[src/rtl/catc_stall_arbiter.sv]
// catc_stall_arbiter: round-robin arbiter for stall requests on a controlled
// RetroCATC. It grants at most one requester at a time and bounds each grant
// to MaxStall cycles. After each grant it forces Cooldown idle cycles. It also
// tracks how many reference ticks the stalled core owes (Debt), so the core can
// catch up and so new grants are refused while the debt is too large.
module catc_stall_arbiter #(
  parameter int Requesters = 4,
  parameter int MaxStall   = 256,
  parameter int Cooldown   = 2,
  parameter int DebtLimit  = 4096
) (
  input  logic                  clk,
  input  logic                  rst,
  input  logic [Requesters-1:0] req,
  input  logic                  ref_tick,
  input  logic                  core_tick,
  output logic [Requesters-1:0] grant,
  output logic                  stall,
  output logic                  fast_catchup,
  output logic [15:0]           debt,
  output logic [Requesters-1:0] timeout
);

  localparam int IDX_W  = $clog2(Requesters);
  localparam int HOLD_W = $clog2(MaxStall + 1);
  localparam int CD_W   = (Cooldown > 1) ? $clog2(Cooldown) : 1;

  localparam logic [HOLD_W-1:0]     HOLD_LAST = HOLD_W'(MaxStall - 1);
  localparam logic [CD_W-1:0]       CD_LAST   = CD_W'((Cooldown > 0) ? Cooldown - 1 : 0);
  localparam logic [IDX_W-1:0]      IDX_LAST  = IDX_W'(Requesters - 1);
  localparam logic [Requesters-1:0] ONE       = Requesters'(1);

  typedef enum logic [1:0] {
    IDLE,
    GRANT,
    COOLDOWN
  } state_t;

  state_t                  state;
  logic [Requesters-1:0]   mask;
  logic [HOLD_W-1:0]       hold_cnt;
  logic [CD_W-1:0]         cd_cnt;
  logic [IDX_W-1:0]        rr_ptr;
  logic [IDX_W-1:0]        holder;
  logic                    armed;

  logic [Requesters-1:0]   eligible;
  logic                    pick_valid;
  logic [IDX_W-1:0]        pick_idx;
  logic [IDX_W-1:0]        next_ptr;
  logic                    can_grant;
  logic [15:0]             debt_next;
  int                      idx;

  // Saturating up/down step of the tick debt; simultaneous ticks cancel.
  function automatic logic [15:0] debt_step(input logic [15:0] cur,
                                            input logic        up,
                                            input logic        dn);
    logic [15:0] res;
    res = cur;
    if (up && !dn && cur != 16'hFFFF)
      res = cur + 16'd1;
    else if (dn && !up && cur != 16'd0)
      res = cur - 16'd1;
    return res;
  endfunction

  assign eligible  = req & ~mask;
  assign debt_next = debt_step(debt, ref_tick, core_tick);
  assign next_ptr  = (pick_idx == IDX_LAST) ? '0 : pick_idx + 1'b1;
  // armed holds off the very first edge after reset so a grant needs two edges.
  assign can_grant = armed && pick_valid && ({16'd0, debt} < 32'(DebtLimit));

  // Round-robin pick: scan downward so the lowest offset from rr_ptr wins.
  always_comb begin
    pick_valid = 1'b0;
    pick_idx   = '0;
    idx        = 0;
    for (int k = Requesters - 1; k >= 0; k--) begin
      idx = int'(rr_ptr) + k;
      if (idx >= Requesters)
        idx = idx - Requesters;
      if (eligible[idx[IDX_W-1:0]]) begin
        pick_valid = 1'b1;
        pick_idx   = idx[IDX_W-1:0];
      end
    end
  end

  // Grant FSM: all outputs registered, Stall mirrors the registered grant.
  always_ff @(posedge clk or posedge rst) begin
    if (rst) begin
      state    <= IDLE;
      grant    <= '0;
      stall    <= 1'b0;
      timeout  <= '0;
      mask     <= '0;
      hold_cnt <= '0;
      cd_cnt   <= '0;
      rr_ptr   <= '0;
      holder   <= '0;
      armed    <= 1'b0;
    end else begin
      armed   <= 1'b1;
      timeout <= '0;
      mask    <= mask & req;
      case (state)
        IDLE: begin
          if (can_grant) begin
            state    <= GRANT;
            grant    <= ONE << pick_idx;
            stall    <= 1'b1;
            holder   <= pick_idx;
            hold_cnt <= '0;
            rr_ptr   <= next_ptr;
          end
        end
        GRANT: begin
          if (!req[holder] || hold_cnt == HOLD_LAST) begin
            grant  <= '0;
            stall  <= 1'b0;
            cd_cnt <= '0;
            if (Cooldown == 0)
              state <= IDLE;
            else
              state <= COOLDOWN;
            // Still requesting at the limit: revoke and lock out until Req falls.
            if (req[holder]) begin
              timeout <= grant;
              mask    <= (mask & req) | grant;
            end
          end else begin
            hold_cnt <= hold_cnt + 1'b1;
          end
        end
        COOLDOWN: begin
          if (cd_cnt == CD_LAST)
            state <= IDLE;
          else
            cd_cnt <= cd_cnt + 1'b1;
        end
        default: state <= IDLE;
      endcase
    end
  end

  // Tick debt and catch-up flag, updated every cycle regardless of state.
  always_ff @(posedge clk or posedge rst) begin
    if (rst) begin
      debt         <= 16'd0;
      fast_catchup <= 1'b0;
    end else begin
      debt         <= debt_next;
      fast_catchup <= (debt_next != 16'd0);
    end
  end

endmodule

[config.mk]
export PLATFORM = sky130hd
export DESIGN_NAME = catc_stall_arbiter
export DESIGN_NICKNAME = d
export VERILOG_FILES = /design/src/rtl/catc_stall_arbiter.sv
export SDC_FILE = /design/constraint.sdc
export NUM_CORES = 1
export LEC_CHECK = 0
export ABC_AREA = 0
export ABC_CLOCK_PERIOD_IN_PS = 2400
export CORE_MARGIN = 4
export CORE_UTILIZATION = 50
export CTS_BUF_LIST = sky130_fd_sc_hd__clkbuf_4 sky130_fd_sc_hd__clkbuf_8 sky130_fd_sc_hd__clkbuf_16
export DETAILED_ROUTE_END_ITERATION = 10
export GPL_TIMING_DRIVEN = 0
export MAX_ROUTING_LAYER = met4
export PLACE_DENSITY = 0.76
export SYNTH_ARGS = -nofsm -noshare
export SYNTH_HDL_FRONTEND = slang
export SYNTH_SLANG_ARGS = --single-unit
[constraint.sdc]
create_clock -name clk -period 2.4 [get_ports clk]
set_clock_uncertainty 0.05 [all_clocks]
set_input_delay 0.36 -clock clk [delete_from_list [all_inputs] [get_ports clk]]
set_output_delay 0.36 -clock clk [all_outputs]
set_load 0.02 [all_outputs]
[Word level (Yosys, flattened, before mapping)]
Cells that the tools add are included.
Widths: inputs -> output; s select.
Word-level totals
  register bits: 47
  word-level logic and storage cells: 114
Cells by class
  add/subtract/negate cells: 12
  reduce and logical (&&, ||, !) cells: 20
  multiplexer cells: 46
  bitwise gates (word level): 4
  magnitude comparators: 10
  equality and inequality tests: 9
  shifts and indexed selects: 1
Operators by type and width (number)
  $mux 16: 2
  $mux 4: 8
  $reduce_bool 16->1: 2
  $mux 2: 12
  $mux 9: 2
  $pmux 9 s2: 1
  $add 16x1->16 const B: 1
  $lt 16x13->1 const B: 1
  $ne 16x16->1 const B: 1
  $sub 16x1->16 const B: 1
  $lt 2x3->1 const B: 5
  $mux 1: 12
  $bmux 1 s2: 5
  $add 9x1->9 const B: 1
  $eq 9x8->1 const B: 1
  $ge 3x3->1 const B: 3
  $reduce_and 3->1: 3
  $and 4x4->4: 2
  $ne 2x2->1 const B: 4
  $pmux 4 s2: 1
  $sub 2x1->2 const B: 4
  $add 2x2->3 const B: 2
  $logic_and 1x1->1: 6
  $pmux 2 s3: 1
  other kinds (15): 21

[Depth between registers and ports, before layout]
  depth after elaboration: 13
  gate-level depth with buffers: 11
  gate-level depth less buffers: 11

[Least setup slack after synthesis]
OpenSTA, ideal clock, no wires.
  path type: register to register
  from: reg debt[0]
  to: reg fast_catchup
  buffers on the path: 1
  setup slack: -0.150 ns
  stages on the path, launching flop included: 10
  arrival time: 2.360 ns
  period minus slack after synthesis: 2.550 ns
  cells stage by stage: dfrtp_1 -> ha_1 -> nand4_1 -> or4_1 -> buf_2 -> and2_4 -> a41oi_2 -> xnor2_1 -> nor4b_2 -> nand4_1
Between the ends
  cells in the longest elaborated chain, start to end: 5
  elaborated cells on any way between the ends: 9
Ends and longest elaborated chain
  start, declared: RTL line 20  | output logic [15:0] debt,
  start signal, assigned: RTL line 153  | debt <= debt_next;
  branches (longest 3 deep; another with $sub 16x1->16)
  $mux 16 (*): RTL line 61  | if (up && !dn && cur != 16'hFFFF)
  net debt_next[4]: RTL line 52  | logic [15:0] debt_next;
  $reduce_bool 16->1 (*): RTL line 154  | fast_catchup <= (debt_next != 16'd0);
  end signal, assigned: RTL line 154
  end, declared: RTL line 19  | output logic fast_catchup,
Mark *: on every way through the listed nets, which the timed path passes.
A chain may end at the register's enable or synchronous reset.

[Final worst setup path]
  from: reg debt[8]
  to: reg fast_catchup
Between the ends
  cells in the longest elaborated chain, start to end: 5
  elaborated cells on any way between the ends: 9
Ends and longest elaborated chain (RTL line)
  branches (longest 3 deep; another with $sub 16x1->16)
  $mux 16 (*): 61
  $reduce_bool 16->1 (*): 154
Mark *: on every way between the ends.

==> impl_metrics.tcl <==
set metrics [dict create \
    cells_after_dpl 376 \
    synth_top_cells_by_area "sky130_fd_sc_hd__dfrtp_1 44%, sky130_fd_sc_hd__ha_1 4.2%, sky130_fd_sc_hd__nand2_1 3.6%" \
    ant_nets 0 \
    power.clock.fraction_pct 14.6 \
    totalWireLength_um 6550 \
    cts_root_buffer "sky130_fd_sc_hd__clkbuf_8" \
    min_period_over_period_pct 106 \
    synth_top_cell_by_area "sky130_fd_sc_hd__dfrtp_1" \
    r2r_slack_ns -0.15 \
    hp-class "in -> async" \
    dpl-instance-area_um2 3170 \
    grt.overflow.total 0 \
    async_flop_share_pct 100 \
    clk_latency_ns 0.30 \
    rows 26 \
    vias 2345 \
    crit_path_max_fanout 3 \
    fmax_mhz 391 \
    final_hold_viol_count 0 \
    yosysMostFrequentCell "sky130_fd_sc_hd__dfrtp_1" \
    p_sw_share_pct 40.0 \
    timing.critical_path.cells "or4_4, a2111oi_4, nand2_1, buf_4, o311a_1, o211ai_1, nor4_2, nand4_1" \
    ys_types 54 \
    crit_path_top_delay_cell "sky130_fd_sc_hd__or4_4" \
    grt_max_degree 31 \
    drt_iter0_drc 139 \
    worst-r2r-cell-count 8 \
    timing.critical_path.from_type "register" \
    synth_enable_flop_cells 0 \
    remaining_drc_errors 0 \
    power.combinational.fraction_pct 52.7 \
    final_critical_path_setup_slack_ns -0.154 \
    layout_min_cycle_time_ns 2.55 \
    non_filler_instance_count_after_layout 413 \
    vdd.ir_drop.worst_v 0.000619 \
    reg_power_share_pct 32.7 \
    placement.io_buffers 33 \
    netlist_instances 272 \
    status "complete, but fails checks" \
    tritoncts "yes" \
    drtPass1Iterations 4 \
    cts_htree_levels 2 \
    floorplan.die.width_um 81.2 \
    max-clock-path-buffers 2 \
    r2r_start "debt[8]" \
    aggregate_global_route_resource_usage_pct 20.7 \
    finalSetupTns_ns -0.154 \
    layout.nets 359 \
    yosys_synthesis_warning_count 0 \
    worst_ep_arrival_time_ns 2.74 \
    cellLeakagePower_nw 1.60 \
    dominantRegCellSynth "sky130_fd_sc_hd__dfrtp_1" \
    violated_checks "negative setup slack" \
    start_util_pct 52.1 \
    drv.max_cap_violation_count 0 \
    syn_area_per_cell_um2 9.84 \
    flow.area_growth_from_synthesis_pct 38.1 \
    timing.critical_path.required_ns 2.58 \
    die_y_um 81.2 \
    worst_setup_hold_path_clk_slew_ns 0.08 \
    crit-reg2reg-capture "fast_catchup" \
    finish.utilization_pct 71.9 \
    cpLargestDelayFamily "simple AND/OR/NAND/NOR gates" \
    slew_viol_final 0 \
    setup.worst_path.end_class "register" \
    first_pass_grt_wire_length_um 10300 \
    cell_internal_pwr_mw 2.41 \
    fp.dieArea_um2 6590 \
    synth_top_cell_area_share_pct 43.9 \
    yosys_register_bits 47 \
    grt_antenna_before_repair 0 \
    syn-num-nets 289 \
    cts_inserted_buffers 5 \
    postLayoutCellArea_um2 3700 \
    number_of_global_route_vias_before_repair 2246 \
    p_switching_mw 1.61 \
    antenna_cells 0 \
    worst_path_largest_cell_delay_ns 0.58 \
    path_class "reg -> reg" \
    floorplan.io_pins 34 \
    synthesis.area_um2 2680 \
    drt_wl_cell_um 15.9 \
    critical_path.n_buffers_inverters 1 \
    ys_seq_area_share_pct 43.9 \
    cts_sinks 47 \
    dp_hpwl_um 4160 \
    layout-drive-gt1-share_pct 29.7 \
    floorplan.core_area_um2 5140 \
    synth_common_cells "47 x sky130_fd_sc_hd__dfrtp_1, 26 x sky130_fd_sc_hd__nand2_1, 26 x sky130_fd_sc_hd__nor2_1, 15 x sky130_fd_sc_hd__o21ai_0" \
    fin_total_pwr_mw 4.02 \
    rsz0062_at_grt "yes" \
    pwr_density_cell_nw_per_um2 1090 \
    gpl.final_weighted_congestion 0.861 \
    finalSetupViolCount 1 \
    route.detailed.vias_per_inst 5.68 \
]
registers in the layout, indices dropped and copies added (netlist names):
register	flops
holder	2
rr_ptr	2
fast_catchup	1
stall	1
grant	4
timeout	4
debt	16
state	2
armed	1
cd_cnt	1
mask	4
hold_cnt	9
cells in the final DEF (no fill, tap or decap), types with 6 or more instances in the layout:
cell,synthesis,routed
sky130_fd_sc_hd__xnor2_1,9,7
sky130_fd_sc_hd__buf_4,3,30
sky130_fd_sc_hd__nand2_1,26,25
sky130_fd_sc_hd__o21ai_0,15,14
sky130_fd_sc_hd__dfrtp_1,47,37
sky130_fd_sc_hd__a21o_1,7,7
sky130_fd_sc_hd__nand3_1,7,6
sky130_fd_sc_hd__xor2_1,9,9
sky130_fd_sc_hd__clkdlybuf4s50_1,0,33
sky130_fd_sc_hd__nor2_1,26,23
sky130_fd_sc_hd__dfrtp_2,0,10
sky130_fd_sc_hd__inv_1,13,10
sky130_fd_sc_hd__ha_1,9,6
sky130_fd_sc_hd__clkbuf_8,3,7
sky130_fd_sc_hd__nand4_1,13,13
stage by stage:
stage	setup slack (ns)	hold slack, ns
floorplan	0.00333	0.395
global placement	-0.440	0.404
detailed placement	-0.454	0.410
CTS	-0.0627	0.316
global route	-0.238	0.335
finish	-0.154	0.306
worst register-to-register path: stages (launching register included):
cell and delay [ns]:
sky130_fd_sc_hd__dfrtp_2 0.44, sky130_fd_sc_hd__or4_4 0.58, sky130_fd_sc_hd__a2111oi_4 0.26, sky130_fd_sc_hd__nand2_1 0.19, sky130_fd_sc_hd__buf_4 0.17, sky130_fd_sc_hd__o311a_1 0.30
sky130_fd_sc_hd__o211ai_1 0.30, sky130_fd_sc_hd__nor4_2 0.10, sky130_fd_sc_hd__nand4_1 0.11
power groups by stage:
| stage | Sequential (mW) | Clock (mW) | Combinational, mW |
|---|---|---|---|
| after floorplan | 1.45 | 0 | 0.976 |
| after global placement | 1.32 | 0 | 1.66 |
| after detailed placement | 1.32 | 0 | 1.68 |
| after CTS | 1.33 | 0.607 | 1.90 |
| after global routing | 1.36 | 0.651 | 2.29 |
| final | 1.32 | 0.587 | 2.12 |
how the worst max path moves through the flow:
stage                   start      endpoint  slack (ns)  depth (start not counted)
floorplan            debt[12]  fast_catchup       0.003                          8
global placement     ref_tick  fast_catchup       -0.44                          8
detailed placement  core_tick  fast_catchup       -0.45                          8
CTS                   debt[7]  fast_catchup       -0.06                          8
global route          debt[0]  fast_catchup       -0.24                          9
finish                debt[8]  fast_catchup       -0.15                          8
kinds of logic after synthesis:
group	synth area share (%)
AND/OR/NAND/NOR	24.6
AO/OA/AOI/OAI	12.6
flip-flops	43.9
buffers and inverters	6.08
XOR/XNOR	5.89
adder cells (fa/ha/maj)	4.21
multiplexers	2.48
other	0.140
area by class of cell:
type	count	area [um2]
flip-flops and latches	47	1190
fillers	394	1440
inverters	13	51.3
clock inverters	1	30.0
repair buffers	65	591
clock buffers	7	83.8
plain buffers	9	109
well taps	70	87.6
multi-input cells	201	1560
timing repair:
action                     CTS  global route
setup endpoints to repair    6             8
gates resized for setup     22            21
pin swaps                   13            14
hold buffers                 0             0
buffers inserted            19            12
per-layer routing:
layer | track usage, % | part of all wire, % | wire length (um) | vias to the layer above
li1 | - | - | - | 1110
met1 | 24.8 | 40 | 2610 | 1115
met2 | 34.8 | 51 | 3330 | 106
met3 | 3.44 | 6.7 | 437 | 14
met4 | 8.45 | 2.7 | 178 | 0
met5 | - | 0 | 0 | -
No activity file was read; power rests on OpenSTA's default activity.
==> variant 1 (same settings) <==
Change the parameter `Requesters` from 4 to 8.
--- a/src/rtl/catc_stall_arbiter.sv
+++ b/src/rtl/catc_stall_arbiter.sv
@@ -6,3 +6,3 @@
 module catc_stall_arbiter #(
-  parameter int Requesters = 4,
+  parameter int Requesters = 8,
   parameter int MaxStall   = 256,
Ports: changed (resized grant, req and timeout); port bits go from 34 to 46. No check against the original RTL was run, so the function may have changed too.
==> variant 1 against the unedited design <==
- the run still ends with negative setup slack left
- cell count grew 43%
- clock power grew 77%
- fmax shrank 13%
- final area grew 54%
- total power grew 100%
- sequential cell count grew 14
- wire length grew 78%
- setup slack lost 0.37 ns
- first-iteration DRC count grew 47%
- combinational power grew to 2.6 times the old value
- sequential share of layout area shrank 5.2 points
- synthesized cell count grew 42%
- synthesized area grew 51%
- critical endpoint is now grant[0]$_DFFE_PP0P_
==> variant 1: results (changes against the unedited design) <==
* Grt met2 use at 0.394 (was 0.348)
* First-pass GRT wire length at 18300 microns (was 10300 microns)
* Drt total wl at 11600 microns (was 6550 microns)
* 1st-iter DRT viols at 205 (was 139)
* Met2 WL at 5850 microns (was 3330 microns)
* Final setup fails at 26 (was 1)
* Internal at 0.00474 W (was 0.00241 W)
* Multi-input combinational area share at 0.481 (was 0.421)
* GR met3 Demand/Resource at 0.0379 (was 0.0344)
* Met1 Use GR at 0.300 (was 0.248)
* Leakage at 2.48 nW (was 1.60 nW)
* Sequential Power Share at 0.203 (was 0.327)
* CTS Sinks at 61 (was 47)
* Setup ws final at -0.529 ns (was -0.154 ns)
* Post-DP HPWL at 7920 microns (was 4160 microns)
* Met3 WL at 631 microns (was 437 microns)
* Non-clk invs at 14 (was 13)
* P_clk at 0.00104 W (was 0.000587 W)
* Outcome: complete, but fails checks (unchanged)
* Post-synthesis compound-gate area fraction at 0.157 (was 0.126)
* Failing checks: negative setup slack (unchanged)
* Layout cells sized above 1 at 0.352 (was 0.297)
* Clock power share at 0.128 (was 0.146)
* Multi-input logic area at 2730 sq um (was 1560 sq um)
* Clk cell area share at 0.0403 (was 0.0308)
* Multi-In Gates at 292 (was 201)
* Post-Layout Cell Count at 590 (was 413)
* Placer Congestion at 0.926 (was 0.861)
* Met1 wire length at 4730 microns (was 2610 microns)
* Reg2reg path depth at 11 (was 8)
* Placement Cell Area at 4710 sq um (was 3170 sq um)
* Clk Latency, worst-skew pair at 0.34 ns (was 0.30 ns)
-- variant 1: changes by cell type in the layout (fill, tap and decap cells not counted), moves of 6 or more --
| cell | before | now |
|---|---|---|
| nor3_1 | 4 | 10 |
| clkbuf_8 | 7 | 13 |
| buf_4 | 30 | 41 |
| dfrtp_2 | 10 | 3 |
| and2_1 | 4 | 12 |
| nand2_1 | 25 | 15 |
| clkdlybuf4s50_1 | 33 | 41 |
| nand4_1 | 13 | 5 |
| dfrtp_1 | 37 | 58 |
| mux4_2 | 1 | 18 |
| and3_1 | 2 | 9 |
| mux2i_1 | 1 | 8 |
-- variant 1: critical path, delay by kind of cell (launching register included) --
family	cells	cell delay [ns]
compound gates	3	0.55
flops	1	0.40
mux	2	0.68
simple gates	1	0.52
buf+inv	5	0.61
-- variant 1: timing repair --
item,in CTS,in global routing
pin swaps,17,20
setup buffers,28,18
setup endpoints to repair,32,35
gates cloned,0,2
gates resized for setup,58,45
==> variant 2 (same settings) <==
Made on the original files. Re-encode `state_t` (3 states) as one-hot, 3 bits wide.
--- a/src/rtl/catc_stall_arbiter.sv
+++ b/src/rtl/catc_stall_arbiter.sv
@@ -32,6 +32,6 @@
 
-  typedef enum logic [1:0] {
-    IDLE,
-    GRANT,
-    COOLDOWN
+  typedef enum logic [2:0] {
+    IDLE     = 3'b001,
+    GRANT    = 3'b010,
+    COOLDOWN = 3'b100
   } state_t;
Formal check against the unedited RTL: same outputs for any inputs over 4 cycles, from zero or initial values and one cycle with rst high; so few cycles prove little.
==> variant 2 against the unedited design <==
- via count up 12%
- combinational power down 20%
- total power down 14%
- the flow still finishes with violations (negative setup slack)
- first-iteration DRC count up 17%
- wire length up 8.5%
- sequential cell count up 1
- cell count up 6.8%
- die area up 4.1%
- sequential power down 8%
- final area up 3.8%
- global-route usage up 0.80 points
- synthesized area up 4.5%
- setup slack worse by 0.15 ns
==> variant 2: results (changes against the unedited design) <==
* Failing checks: negative setup slack (unchanged)
* Met3 WL at 371 microns (was 437 microns)
* Post-DP HPWL at 4770 microns (was 4160 microns)
* Worst R2R Start: debt[2]$_DFF_PP0_ (was debt[8]$_DFF_PP0_)
* GRT Total Usage at 0.215 (was 0.207)
* Hold crit path type: in2async (unchanged)
* First-pass GRT wire length at 12000 microns (was 10300 microns)
* Top post-synthesis cells by area: dfrtp_1 42%, nor2_1 4.2%, ha_1 4.0% (was dfrtp_1 44%, ha_1 4.2%, nand2_1 3.6%)
* Met1 wire length at 3210 microns (was 2610 microns)
* Vias in the first global route at 2533 (was 2246)
* CTS resizes at 31 (was 22)
* 1st-iter DRT viols at 162 (was 139)
* Post-synthesis xor/xnor area fraction at 0.0344 (was 0.0589)
* Slowest-stage cell, CP: or4_2 (was or4_4)
* DRT Pass-1 Iters at 5 (was 4)
* Multiplexer share of the synthesized area at 0.0237 (was 0.0248)
* Adder-cell share of the synthesized area at 0.0403 (was 0.0421)
* Outcome: complete, but fails checks (unchanged)
* Register area share after synthesis at 0.430 (was 0.439)
* Routed wire per std cell at 16.1 microns (was 15.9 microns)
* Vias at 2638 (was 2345)
* Worst-path maximum fanout at 10 (was 3)
* Grt met2 use at 0.319 (was 0.348)
* VDD IR-drop max at 569 uV (was 619 uV)
* Synthesized instance count at 299 (was 272)
* Total negative slack at -0.506 ns (was -0.154 ns)
* Setup ws final at -0.302 ns (was -0.154 ns)
* Worst hold margin at 0.235 ns (was 0.306 ns)
* Final setup fails at 3 (was 1)
* Crit-path max cell delay at 0.78 ns (was 0.58 ns)
* Clock power share at 0.155 (was 0.146)
* Netlist cell types at 61 (was 54)
* Met1 Use GR at 0.297 (was 0.248)
* Fin nets at 387 (was 359)
* WP data arrival at 2.89 ns (was 2.74 ns)
* P_sw at 0.00139 W (was 0.00161 W)
* Dpl cells at 403 (was 376)
* Synth cell count leaders: 47 x dfrtp_1, 31 x nor2_1, 21 x nand2_1 (was 47 x dfrtp_1, 26 x nand2_1, 26 x nor2_1)
* Reg2reg path depth at 7 (was 8)
* Placer Congestion at 0.944 (was 0.861)
* Post-Layout Cell Count at 441 (was 413)
* Leakage at 1.68 nW (was 1.60 nW)
* Largest net degree at the start of global routing at 39 (was 31)
* P_clk at 0.000532 W (was 0.000587 W)
* DP Worst Slack at -0.583 ns (was -0.454 ns)
* Met2 WL at 3370 microns (was 3330 microns)
variant 2: area by class of cell:
| cell class | count | area, sq um | area share |
|---|---|---|---|
| inverter | 11 | 41.3 | 0.0108 |
| multi-input combinational | 227 | 1720 | 0.447 |
| sequential | 48 | 1210 | 0.317 |
| timing repair buffer | 68 | 603 | 0.157 |
| clock inverter | 2 | 13.8 | 0.00359 |
| tap | 70 | 87.6 | 0.0228 |
| clock buffer | 6 | 82.6 | 0.0215 |
| buffer | 9 | 76.3 | 0.0199 |
variant 2: worst register-to-register path: stages, from the launching register on:
cell	delay [ns]
dfrtp_1	0.46
buf_2	0.22
or4_2	0.78
or4_1	0.55
a22oi_2	0.22
nor3_1	0.06
nand2b_1	0.17
nand4_1	0.13
variant 2: cells by family after synthesis:
logic type | Yosys count
and+or+nand+nor | 134
DFF | 48
xor gates and xnor gates | 11
buffers and inverters | 24
other | 1
adders and majority gates | 9
muxes | 5
AOI/OAI and AO/OA | 67
